`src/rtl/control_sequencer.sv`:
```
`default_nettype none
// control_sequencer: multi-cycle fetch/decode/execute control unit driving datapath strobes.
// Rev 1.0

module control_sequencer (
  input  logic        clk,
  input  logic        reset,
  input  logic        run,
  input  logic [31:0] IR,
  input  logic        Branch,
  output logic        PCout,
  output logic        PCin,
  output logic        IncPc,
  output logic        MARin,
  output logic        IRin,
  output logic        Yin,
  output logic        MDRin,
  output logic        MDRout,
  output logic        read,
  output logic        write,
  output logic [1:0]  mdr_read,
  output logic        Zlowin,
  output logic        Zhighin,
  output logic        Zlowout,
  output logic        Zhighout,
  output logic        HIin,
  output logic        LOin,
  output logic        HIout,
  output logic        LOout,
  output logic        GRA,
  output logic        GRB,
  output logic        GRC,
  output logic        Rin,
  output logic        Rout,
  output logic        BAout,
  output logic        Cout,
  output logic        CONin,
  output logic        InPortin,
  output logic        InPortout,
  output logic        OutPortin,
  output logic [3:0]  control,
  output logic        halted
);

  localparam logic [3:0] S_F0   = 4'd0;
  localparam logic [3:0] S_F1   = 4'd1;
  localparam logic [3:0] S_F2   = 4'd2;
  localparam logic [3:0] S_F3   = 4'd3;
  localparam logic [3:0] S_E0   = 4'd4;
  localparam logic [3:0] S_E1   = 4'd5;
  localparam logic [3:0] S_E2   = 4'd6;
  localparam logic [3:0] S_E3   = 4'd7;
  localparam logic [3:0] S_E4   = 4'd8;
  localparam logic [3:0] S_E5   = 4'd9;
  localparam logic [3:0] S_HALT = 4'd10;

  localparam logic [3:0] C_ALU3   = 4'd0;
  localparam logic [3:0] C_IMM    = 4'd1;
  localparam logic [3:0] C_NEGNOT = 4'd2;
  localparam logic [3:0] C_MULDIV = 4'd3;
  localparam logic [3:0] C_LD     = 4'd4;
  localparam logic [3:0] C_LDI    = 4'd5;
  localparam logic [3:0] C_ST     = 4'd6;
  localparam logic [3:0] C_BR     = 4'd7;
  localparam logic [3:0] C_JR     = 4'd8;
  localparam logic [3:0] C_IN     = 4'd9;
  localparam logic [3:0] C_OUT    = 4'd10;
  localparam logic [3:0] C_MFHI   = 4'd11;
  localparam logic [3:0] C_MFLO   = 4'd12;
  localparam logic [3:0] C_NOP    = 4'd13;
  localparam logic [3:0] C_HALT   = 4'd14;

  logic [3:0] state_q, state_d;
  logic [4:0] w_op;
  logic [3:0] w_cls;
  logic [3:0] w_ctl;
  logic [2:0] w_last;
  logic [3:0] w_off;
  logic [2:0] w_step;
  logic       w_unused;

  assign w_op     = IR[31:27];
  assign w_off    = state_q - S_E0;
  assign w_step   = w_off[2:0];
  assign w_unused = ^{IR[26:0], w_off[3]};

  // Instruction class, ALU op and index of the final execute step.
  always_comb begin
    w_cls  = C_NOP;
    w_ctl  = 4'b0000;
    w_last = 3'd0;
    case (w_op)
      5'b00000: begin w_cls = C_LD;  w_last = 3'd5; end
      5'b00001: begin w_cls = C_LDI; w_last = 3'd2; end
      5'b00010: begin w_cls = C_ST;  w_last = 3'd4; end
      5'b00011, 5'b00100, 5'b00101, 5'b00110,
      5'b00111, 5'b01000, 5'b01001, 5'b01010: begin
        w_cls  = C_ALU3;
        w_ctl  = 4'(w_op - 5'd3);
        w_last = 3'd2;
      end
      5'b01011: begin w_cls = C_IMM; w_ctl = 4'b0000; w_last = 3'd2; end
      5'b01100: begin w_cls = C_IMM; w_ctl = 4'b0010; w_last = 3'd2; end
      5'b01101: begin w_cls = C_IMM; w_ctl = 4'b0011; w_last = 3'd2; end
      5'b01110, 5'b01111: begin
        w_cls = C_MULDIV; w_ctl = {3'b100, w_op[0]}; w_last = 3'd3;
      end
      5'b10000, 5'b10001: begin
        w_cls = C_NEGNOT; w_ctl = {3'b101, w_op[0]}; w_last = 3'd1;
      end
      5'b10010: begin w_cls = C_BR; w_last = 3'd3; end
      5'b10011: w_cls = C_JR;
      5'b10101: w_cls = C_IN;
      5'b10110: w_cls = C_OUT;
      5'b10111: w_cls = C_MFHI;
      5'b11000: w_cls = C_MFLO;
      5'b11010: w_cls = C_HALT;
      default:  w_cls = C_NOP;
    endcase
  end

  always_ff @(posedge clk or negedge reset) begin
    if (!reset) state_q <= S_F0;
    else        state_q <= state_d;
  end

  always_comb begin
    state_d = state_q;
    case (state_q)
      S_F0:   if (run) state_d = S_F1;
      S_F1:   state_d = S_F2;
      S_F2:   state_d = S_F3;
      S_F3: begin
        if (w_cls == C_HALT)     state_d = S_HALT;
        else if (w_cls == C_NOP) state_d = S_F0;
        else                     state_d = S_E0;
      end
      S_E0, S_E1, S_E2, S_E3, S_E4, S_E5:
        state_d = (w_step == w_last) ? S_F0 : state_q + 4'd1;
      S_HALT: state_d = S_HALT;
      default: state_d = S_F0;
    endcase
  end

  // Everything is gated by reset so outputs clear without waiting for a clock.
  always_comb begin
    {PCout, PCin, IncPc, MARin, IRin, Yin, MDRin, MDRout, read, write} = '0;
    {Zlowin, Zhighin, Zlowout, Zhighout, HIin, LOin, HIout, LOout} = '0;
    {GRA, GRB, GRC, Rin, Rout, BAout, Cout, CONin} = '0;
    {InPortin, InPortout, OutPortin, halted} = '0;
    mdr_read = 2'b00;
    control  = 4'b0000;
    if (reset) begin
      InPortin = 1'b1;
      case (state_q)
        S_F0: if (run) begin PCout = 1'b1; MARin = 1'b1; IncPc = 1'b1; Zlowin = 1'b1; end
        S_F1: begin Zlowout = 1'b1; PCin = 1'b1; read = 1'b1; end
        S_F2: begin read = 1'b1; mdr_read = 2'b01; MDRin = 1'b1; end
        S_F3: begin MDRout = 1'b1; IRin = 1'b1; end
        S_HALT: halted = 1'b1;
        S_E0, S_E1, S_E2, S_E3, S_E4, S_E5: begin
          case (w_cls)
            C_ALU3, C_IMM: case (w_step)
              3'd0: begin GRB = 1'b1; Rout = 1'b1; Yin = 1'b1; end
              3'd1: begin
                Zlowin = 1'b1; control = w_ctl;
                if (w_cls == C_IMM) Cout = 1'b1;
                else begin GRC = 1'b1; Rout = 1'b1; end
              end
              3'd2: begin Zlowout = 1'b1; GRA = 1'b1; Rin = 1'b1; end
              default: ;
            endcase
            C_NEGNOT: case (w_step)
              3'd0: begin GRB = 1'b1; Rout = 1'b1; control = w_ctl; Zlowin = 1'b1; end
              3'd1: begin Zlowout = 1'b1; GRA = 1'b1; Rin = 1'b1; end
              default: ;
            endcase
            C_MULDIV: case (w_step)
              3'd0: begin GRA = 1'b1; Rout = 1'b1; Yin = 1'b1; end
              3'd1: begin GRB = 1'b1; Rout = 1'b1; control = w_ctl; Zlowin = 1'b1; Zhighin = 1'b1; end
              3'd2: begin Zlowout = 1'b1; LOin = 1'b1; end
              3'd3: begin Zhighout = 1'b1; HIin = 1'b1; end
              default: ;
            endcase
            C_LD, C_LDI, C_ST: case (w_step)
              3'd0: begin GRB = 1'b1; BAout = 1'b1; Rout = 1'b1; Yin = 1'b1; end
              3'd1: begin Cout = 1'b1; Zlowin = 1'b1; end
              3'd2: begin
                Zlowout = 1'b1;
                if (w_cls == C_LDI) begin GRA = 1'b1; Rin = 1'b1; end
                else MARin = 1'b1;
              end
              3'd3: begin
                if (w_cls == C_ST) begin GRA = 1'b1; Rout = 1'b1; MDRin = 1'b1; end
                else read = 1'b1;
              end
              3'd4: begin
                if (w_cls == C_ST) write = 1'b1;
                else begin read = 1'b1; mdr_read = 2'b01; MDRin = 1'b1; end
              end
              3'd5: begin MDRout = 1'b1; GRA = 1'b1; Rin = 1'b1; end
              default: ;
            endcase
            C_BR: case (w_step)
              3'd0: begin GRA = 1'b1; Rout = 1'b1; CONin = 1'b1; end
              3'd1: begin PCout = 1'b1; Yin = 1'b1; end
              3'd2: begin Cout = 1'b1; Zlowin = 1'b1; end
              3'd3: if (Branch) begin Zlowout = 1'b1; PCin = 1'b1; end
              default: ;
            endcase
            C_JR:   begin GRA = 1'b1; Rout = 1'b1; PCin = 1'b1; end
            C_IN:   begin InPortout = 1'b1; GRA = 1'b1; Rin = 1'b1; end
            C_OUT:  begin GRA = 1'b1; Rout = 1'b1; OutPortin = 1'b1; end
            C_MFHI: begin HIout = 1'b1; GRA = 1'b1; Rin = 1'b1; end
            C_MFLO: begin LOout = 1'b1; GRA = 1'b1; Rin = 1'b1; end
            default: ;
          endcase
        end
        default: ;
      endcase
    end
  end

endmodule

`default_nettype wire

```
`config.mk`:
```
export PLATFORM = sky130hd
export DESIGN_NAME = control_sequencer
export DESIGN_NICKNAME = d
export VERILOG_FILES = /design/src/rtl/control_sequencer.sv
export SDC_FILE = /design/constraint.sdc
export NUM_CORES = 1
export LEC_CHECK = 0
export ABC_AREA = 1
export CAP_MARGIN = 20
export CORE_MARGIN = 5
export CORE_UTILIZATION = 40
export CTS_CLUSTER_DIAMETER = 200
export DETAILED_ROUTE_END_ITERATION = 10
export GPL_ROUTABILITY_DRIVEN = 0
export GPL_TIMING_DRIVEN = 0
export PLACE_DENSITY = 0.88
export RECOVER_POWER = 50
export SETUP_SLACK_MARGIN = 0.15
export SYNTH_ARGS = -nofsm -noshare
export SYNTH_HDL_FRONTEND = slang
export SYNTH_SLANG_ARGS = --single-unit
```
`constraint.sdc`:
```
create_clock -name clk -period 3.9 [get_ports clk]
set_input_delay 1.17 -clock clk [delete_from_list [all_inputs] [get_ports clk]]
set_output_delay 1.17 -clock clk [all_outputs]
set_load 0.01 [all_outputs]
```
# --- Word level (Yosys, flattened, before mapping) ---
# Index checks and enable logic that the tools add are counted.
totals:
  reg_bits: 4
  in_bits: 36
  out_inout_bits: 36
  elab_cells: 208
op_classes:
  add_sub_neg: 3
  eq_ne: 55
  n_mux: 125
  reduce_logical: 24
ops:
  columns: ["cell", "count"]
  rows:
  - ["$mux 1", 89]
  - ["$pmux 4 s14", 1]
  - ["$eq 5x5->1 const B", 9]
  - ["$eq 4x4->1 const B", 10]
  - ["$eq 5x4->1 const B", 8]
  - ["$eq 4x3->1 const B", 8]
  - ["$pmux 1 s2", 16]
  - ["$mux 4", 7]
  - ["$pmux 4 s6", 1]
  - ["$eq 5x3->1 const B", 4]
  - ["$pmux 4 s5", 1]
  - ["$reduce_or 2->1", 9]
  - ["$reduce_or 6->1", 3]
  - ["$eq 4x2->1 const B", 4]
  - ["$pmux 3 s5", 1]
  - ["$reduce_or 3->1", 5]
  - ["$pmux 1 s3", 4]
  - ["$reduce_or 12->1", 1]
  - ["$eq 5x2->1 const B", 2]
  - ["$pmux 1 s5", 2]
  - ["$eq 4x1->1 const B", 2]
  - ["$logic_not 4->1", 2]
  - ["$pmux 4 s2", 1]
  - ["$reduce_or 8->1", 1]
  - ["other kinds (14)", 16]

# --- Longest topological paths before layout ---
# Gate-level depths: netlist (run 1).
logic_depth:
  ltp_word: 9
  depth_mapped: 17
  depth_no_buf: 17

# --- Worst setup path before layout (run 1) ---
# No wires, ideal clock.
synth_path:
  path_kind: "input -> output"
  from: "input port IR[27]"
  to: "output port MDRin"
  t_arrival_ps: 2870
  required_ps: 2730
  path_slack_ps: -140
  path_stages: 14
  path_buffers: 0
  path_cell_list: "inv_1 > ha_1 > nor2_1 > nand2_1 > nand2_1 > nand2_1 > inv_2 > nand2_4 > nand2_4 > nand4_4 > nor2_4 > nand2_1 > o21ai_2 > o21bai_1"
synth_via:
  elab_chain_cells: 9
  elab_cells_between_ends: 40
  classes_between: "27 x eq/ne; 7 x mux; 6 x reduce/logical"
synth_rtl:
  columns: ["element", "line", "rtl"]
  rows:
  - ["start: declaration", "9", "input logic [31:0] IR,"]
  - ["$eq 5x2->1 (tied with other cells)", "92", "case (w_op)"]
  - ["$reduce_or 8->1 (tied with other cells)", "92", null]
  - ["$pmux 4 s14 *", "92", null]
  - ["$eq 4x3->1", "162, 194, 198", null]
  - ["$mux 1 (on tied branches)", "198, 194", null]
  - ["$pmux 1 s2", "185", "C_LD, C_LDI, C_ST: case (w_step)"]
  - ["$mux 1 *", "162", "case (w_cls)"]
  - ["$pmux 1 s2 *", "155", "case (state_q)"]
  - ["$mux 1 *", "153", "if (reset) begin"]
  - ["end: declaration", "17", "output logic MDRin,"]
# Mark *: on every way between the ends. The rest lies on a longest branch, timed or not.

# --- Final worst setup path (run 1) ---
layout_path:
  from: "input port IR[27]"
  to: "output port control[3]"
layout_via:
  elab_chain_cells: 8
  elab_cells_between_ends: 42
  classes_between: "1 x add/sub; 27 x eq/ne; 7 x mux; 7 x reduce/logical"
layout_rtl:
  columns: ["element", "line", "rtl"]
  rows:
  - ["$eq 5x2->1 (tied with other cells)", "92", null]
  - ["$reduce_or 8->1 (tied with other cells)", "92", null]
  - ["$pmux 4 s14", "92", null]
  - ["$eq 4x1->1 (tied with other cells)", "162", null]
  - ["$reduce_or 3->1 (no line)", null, null]
  - ["$pmux 4 s2 *", "162", null]
  - ["$mux 4 *", "155", null]
  - ["$mux 4 *", "153", null]
  - ["end: declaration", "41", "output logic [3:0] control,"]
# Marks and branches as above.

==> impl_metrics.ini, run 1 <==
[detailed_routing]
routedWlPerCell_um = 19.1
wirelength_mm = 8.54
routed_via_density = 6.06
postRouteAntennaNets = 0
drt_drc_violations_left = 0
vias = 2704
dr.pass1.iters = 9
drtIter0Drc = 301

[yosys]
avgSynthCellArea_sq_um = 5.90
synthDistinctLibCells = 36
post-synth-top-area-cell = nand2_1
yosys_register_bits = 4
synthSimpleGateAreaFrac_pct = 59.2
ys_seq_area_share_pct = 5.76
synthMuxAreaShare_pct = 0
netlist_top_cells_area = nand2_1, nand3_1, nor2_1
synth_xor_area_share_pct = 1.01
synth_edf_count = 0
synthAdderAreaFrac_pct = 6.47
synthesis.nets = 340
synthFlopType = dfrtp_1
syn_inst = 295
synth_top_area_share_pct = 15.8
yosys_warnings = 0
synth_top_family_by_area = simple AND/OR/NAND/NOR gates
synthArstFlopShare_pct = 100
syn_area_sq_um = 1740
synth-compound-area-share_pct = 13.7

[layout]
largest_reg_flops = 4
largest_register = state_q
drive_above_1_share_pct = 59.4
nets = 441
antenna_cells = 0
final_core_utilization_pct = 72.9
syn_to_final_growth_pct = 79.9
top_regs = state_q (4)

[floorplan]
io_pins = 72
die_h_um = 75.9
fp-row-count = 24
fp.dieW_um = 75.9
start_util_pct = 40.5
coreArea_sq_um = 4290
die_area_sq_um = 5770

[clock_tree]
cts_tree = built
clkSinkCount = 4
h-tree-depth = 1
numCtsBuffers = 3
clock_latency_ns = 0.21
clk_path_buf_depth = 2
clk_root_buffer_cell = clkbuf_8
clkSlewWorstSetupHoldPaths_ns = 0.03

[global_routing]
antenna_found_initial = 0
grt_use_total_pct = 22.2
grt_overflow_total = 0
grt_pass1_vias = 2345
grt_max_degree = 12
grt_pass1_wl_mm = 11.1

[timing]
slew_violations = 0
fin_crit_ns = 4.52
rsz0062_at_grt = true
worst_slack_ns = -0.619
period_share_pct = 116
hold_viol_final = 0
max_freq_mhz = 221
fin_skew_ns = 0.00386
finalSetupViolations = 27
fin_setup_tns_ns = -11.90
whs_ns = 0.550

[worst_setup_path]
arrival_ns = 3.35
cp.required_ns = 2.73
slowest_delay_ns = 0.32
end_kind = output pin
path_common_cell = nand2_2
path_cells = buf_12, clkinvlp_4, ha_4, buf_4, nand3_2, nand2_2, nor3_4, buf_6, nand3_4, nor2_4, inv_2, o21ai_4, nand2_2, nor2_2, buf_2
cp_max_fo = 6
slowest_stage = nor3_4
critical-path-top-delay-family = simple AND/OR/NAND/NOR gates
worst-path-buf-inv = 6
worstSetupPathType = primary input to output pin
cp-start-kind = primary input

[power]
powerDensity_nw_per_um2 = 290
power_frac_seq_pct = 8.4
p_leak_nw = 1.55
p_int_w = 0.000401
combPwrFrac_pct = 82.2
p_clk_share_pct = 9.4
p_sw_share_pct = 55.8
switchingPower_w = 0.000506
peakVddDrop_mv = 0.227
total_power_w = 0.000907

[outcome]
violations = negative setup slack
status = finished with violations

[flow_run]
maxCapViolCount = 0

[place]
io_buffers = 41
dp_hpwl_mm = 4.18

[min_path]
min_path_type = flop to flop
==> Yosys cell counts, drive strengths merged (2+ instances only) <==
library cell and count:
nor4 4, o22ai 4, xor2 2, ha 9, nand3 40, buf 7
nor2 52, nand4 6, a21oi 17, a31oi 3, o211ai 3, o21ai 6
nor3 4, dfrtp 4, inv 42, clkinv 3, o21bai 2, nand2 83
==> what timing repair did <==
| item | in CTS | in global routing |
|---|---|---|
| endpoints found under the hold margin | 0 | 0 |
| pin swaps | 30 | 31 |
| setup endpoints to repair | 35 | 32 |
| hold buffers | 0 | 0 |
| resized for setup | 196 | 57 |
| buffers inserted | 30 | 25 |
==> logic make-up after synthesis <==
logic type / Yosys count
simple gates: 191
flops: 4
other cells: 1
buf+inv: 52
compound gates: 36
xor+xnor: 2
fa+ha+maj: 9
==> path summary, 6_finish.rpt <==
| kind | startpoint | endpoint | slack [ns] | cells past startpoint |
|---|---|---|---|---|
| worst max-delay path | IR[27] | control[3] | -0.62 | 15 |
| max in group asynchronous | reset | state_q[2] | 2.93 | 1 |
| worst max register to register | state_q[0] | state_q[1] | 2.04 | 9 |
| worst min register to register | state_q[1] | state_q[1] | 0.55 | 2 |
| min in group asynchronous | reset | state_q[0] | 0.80 | 1 |
| worst min-delay path | state_q[1] | state_q[1] | 0.55 | 2 |
==> per-layer routing <==
layer	routed length [um]	GRT usage, %	share of wire [%]
met1	3010	25.2	35
met2	4140	40.1	48
met5	0	0	0
met4	606	10.3	7.1
met3	788	3.55	9.2
==> placed cells by master (no fill, tap or decap), types with 4 or more instances in the layout <==
| cell | synthesis | routed |
|---|---|---|
| nand2_1 | 73 | 54 |
| nand3_4 | 2 | 6 |
| nand4_1 | 5 | 5 |
| ha_4 | 0 | 4 |
| nand2_2 | 6 | 17 |
| a21oi_1 | 16 | 11 |
| nand2_4 | 4 | 12 |
| buf_4 | 5 | 45 |
| buf_6 | 1 | 22 |
| inv_1 | 32 | 21 |
| ha_1 | 9 | 5 |
| dfrtp_1 | 4 | 4 |
| nor2_2 | 5 | 12 |
| clkdlybuf4s50_1 | 0 | 5 |
| buf_2 | 0 | 22 |
| inv_4 | 0 | 10 |
| inv_2 | 10 | 11 |
| nand3_1 | 31 | 12 |
| nor2_1 | 36 | 21 |
| nor2_4 | 11 | 19 |
| a21oi_2 | 0 | 5 |
| nand3_2 | 7 | 22 |
==> tightest hold or removal path: stages (launching register included) <==
cell and delay, ns:
dfrtp_1 0.38, nand2_1 0.07, nand2_1 0.06
==> layout make-up <==
class,instances,area (sq um)
Multi-Input combinational cell,239,1840
Fill cell,294,1160
Timing Repair Buffer,96,802
Inverter,45,208
Sequential cell,4,100
Buffer,7,68.8
Tap cell,52,65.1
Clock buffer,3,41.3
==> through the flow <==
step	std cells	setup slack (ns)	area (sq um)
4_1_cts	421	-0.415	2730
5_1_grt	446	-0.694	3130
2_1_floorplan	295	-0.0505	1890
3_3_place_gp	388	-1.50	2360
6_report	446	-0.619	3130
3_5_place_dp	388	-1.58	2360
==> power groups by stage <==
stage	clock network [W]	registers, W	logic (W)
floorplan	0	0.0000700	0.000410
global placement	0	0.0000733	0.000541
detailed placement	0	0.0000746	0.000558
CTS	0.0000872	0.0000741	0.000610
global route	0.0000934	0.0000756	0.000798
finish	0.0000855	0.0000760	0.000745
Power figures use the tool's default switching activity.
==> run 2: changes to the inputs <==
--- a/config.mk
+++ b/config.mk
@@ -7,7 +7,6 @@
 export LEC_CHECK = 0
 export ABC_AREA = 1
 export CAP_MARGIN = 20
-export CORE_MARGIN = 5
 export CORE_UTILIZATION = 40
 export CTS_CLUSTER_DIAMETER = 200
 export DETAILED_ROUTE_END_ITERATION = 10
==> run 2 against run 1 <==
Compared with the run above: the flow still finishes with violations (negative setup slack); non-clock buffer count increased by 4; via count grew 4.8%; critical path depth unchanged; critical endpoint unchanged.
==> impl_metrics.ini, run 2 (synthesized netlist as in run 1, its figures left out) <==
[floorplan]
fp-row-count = 23
fp.dieW_um = 67.9
die_area_sq_um = 4620
die_h_um = 67.9
io_pins = 72
coreArea_sq_um = 4090
start_util_pct = 42.6

[worst_setup_path]
path_cells = buf_2, inv_4, nor2_2, nand3_1, nand2_2, nor2_4, nand2_4, buf_4, nand3_4, nor2_4, inv_2, o21ai_4, nand2_2, nor2_2, buf_2
cp-endpoint = control[3]
reg2reg_depth = 9
slowest_delay_ns = 0.26
crit_start = IR[30]
worstSetupPathType = primary input to output pin
cp.required_ns = 2.73
r2r-start = state_q[0]
end_kind = output pin
critical-path-top-delay-family = simple AND/OR/NAND/NOR gates
worst-path-buf-inv = 5
cp.depth = 15
cp_max_fo = 7
r2r_setup_slack_ns = 1.84
slowest_stage = buf_2
arrival_ns = 3.28
reg2reg_to = state_q[1]
cp-start-kind = primary input

[global_routing]
grt_overflow_total = 0
grt_max_degree = 12
grt_pass1_wl_mm = 10.5
grt_pass1_vias = 2252
antenna_found_initial = 1
grt_use_total_pct = 30.0

[clock_tree]
clk_root_buffer_cell = clkbuf_8
cts_tree = built
numCtsBuffers = 3
clock_latency_ns = 0.21
clk_path_buf_depth = 2
clkSlewWorstSetupHoldPaths_ns = 0.03
clkSinkCount = 4
h-tree-depth = 1

[detailed_routing]
dr.pass1.iters = 6
routed_via_density = 6.32
routedWlPerCell_um = 21.0
drtIter0Drc = 475
vias = 2833
drt_drc_violations_left = 0
wirelength_mm = 9.41
postRouteAntennaNets = 0

[power]
p_leak_nw = 1.58
powerDensity_nw_per_um2 = 299
total_power_w = 0.000979
peakVddDrop_mv = 0.250

[timing]
worst_pin_slew_ns = 0.763
worst_slack_ns = -0.550
finalSetupViolations = 31
hold_viol_final = 0
fin_crit_ns = 4.45
fin_skew_ns = 0.00295
period_share_pct = 114
slew_headroom_pct = 49.1
rsz0062_at_grt = true
fin_setup_tns_ns = -10.59
slew_violations = 0
max_freq_mhz = 225

[layout]
nets = 445
syn_to_final_growth_pct = 88.5
largest_reg_flops = 4
antenna_cells = 0
drive_above_1_share_pct = 59.8
multiInputGateArea_sq_um = 1920
regArea_sq_um = 100
layout_common_cells = nand2_1, buf_4, buf_6
nFillCells = 207
largest_register = state_q
final_core_utilization_pct = 80.2
final_common_cell = nand2_1
top_regs = state_q (4)

[outcome]
status = finished with violations
violations = negative setup slack

[place]
dp_hpwl_mm = 3.92
dp_slack_ns = -1.52
io_buffers = 41

[min_path]
min_path_type = flop to flop

[flow_run]
maxCapViolCount = 0
==> run 2: cell count changes in the layout (fill, tap and decap cells not counted), sizes merged <==
cell and delta:
dlygate4sd2 -3, clkbuf +3, buf +3, dlymetal6s2s +1
==> run 2: how the worst min path moves through the flow <==
stage / slack, ns / depth (start not counted) / end / startpoint
after floorplan: 0.50 / 2 / state_q[1] / state_q[1]
after global placement: 0.53 / 2 / state_q[1] / state_q[1]
after detailed placement: 0.54 / 2 / state_q[1] / state_q[1]
after CTS: 0.55 / 2 / state_q[1] / state_q[1]
after global routing: 0.56 / 2 / state_q[1] / state_q[1]
final: 0.55 / 2 / state_q[1] / state_q[1]
==> run 2: final cells by class <==
cell class	instances	share of cell area, %
plain buffers	7	2.10
clock buffers	3	1.26
inverters	45	6.56
multi-input cells	239	58.6
flip-flops and latches	4	3.05
well taps	50	1.91
repair buffers	100	26.5
==> run 2: repair_timing <==
action                                  4_1_cts  5_1_grt
pin swaps                                    44       31
gates resized for setup                     201       67
setup buffers                                33       25
hold buffers                                  0        0
gates cloned                                  1        0
endpoints found under the setup margin       35       32
hold endpoints to repair                      0        0
==> run 2: tightest hold or removal path: stages (launching register included) <==
cell and delay, ns:
dfrtp_1 0.38, nand2_1 0.07, nand2_1 0.07
==> run 2: where the power goes <==
part	internal [W]	leakage (nW)	switching [W]	total, W
Sequential	0.0000574	0.0518	0.0000188	0.0000762
Combinational	0.000300	1.51	0.000518	0.000818
Clock	0.0000656	0.0216	0.0000195	0.0000851
==> run 2: stage by stage <==
stage / std cells / hold WS, ns / instance area [sq um]
6_report: 448 / 0.552 / 3280
4_1_cts: 423 / 0.550 / 2800
3_5_place_dp: 386 / 0.543 / 2360
5_1_grt: 448 / 0.562 / 3280
2_1_floorplan: 295 / 0.499 / 1890
3_3_place_gp: 386 / 0.534 / 2360
==> run 2: metal layers <==
layer,vias to the layer above,wire [um],global-route usage (%)
met5,-,56,0
met4,4,641,17.2
met3,78,1080,5.50
met2,285,4270,52.3
met1,1295,3370,33.8
li1,1171,-,-
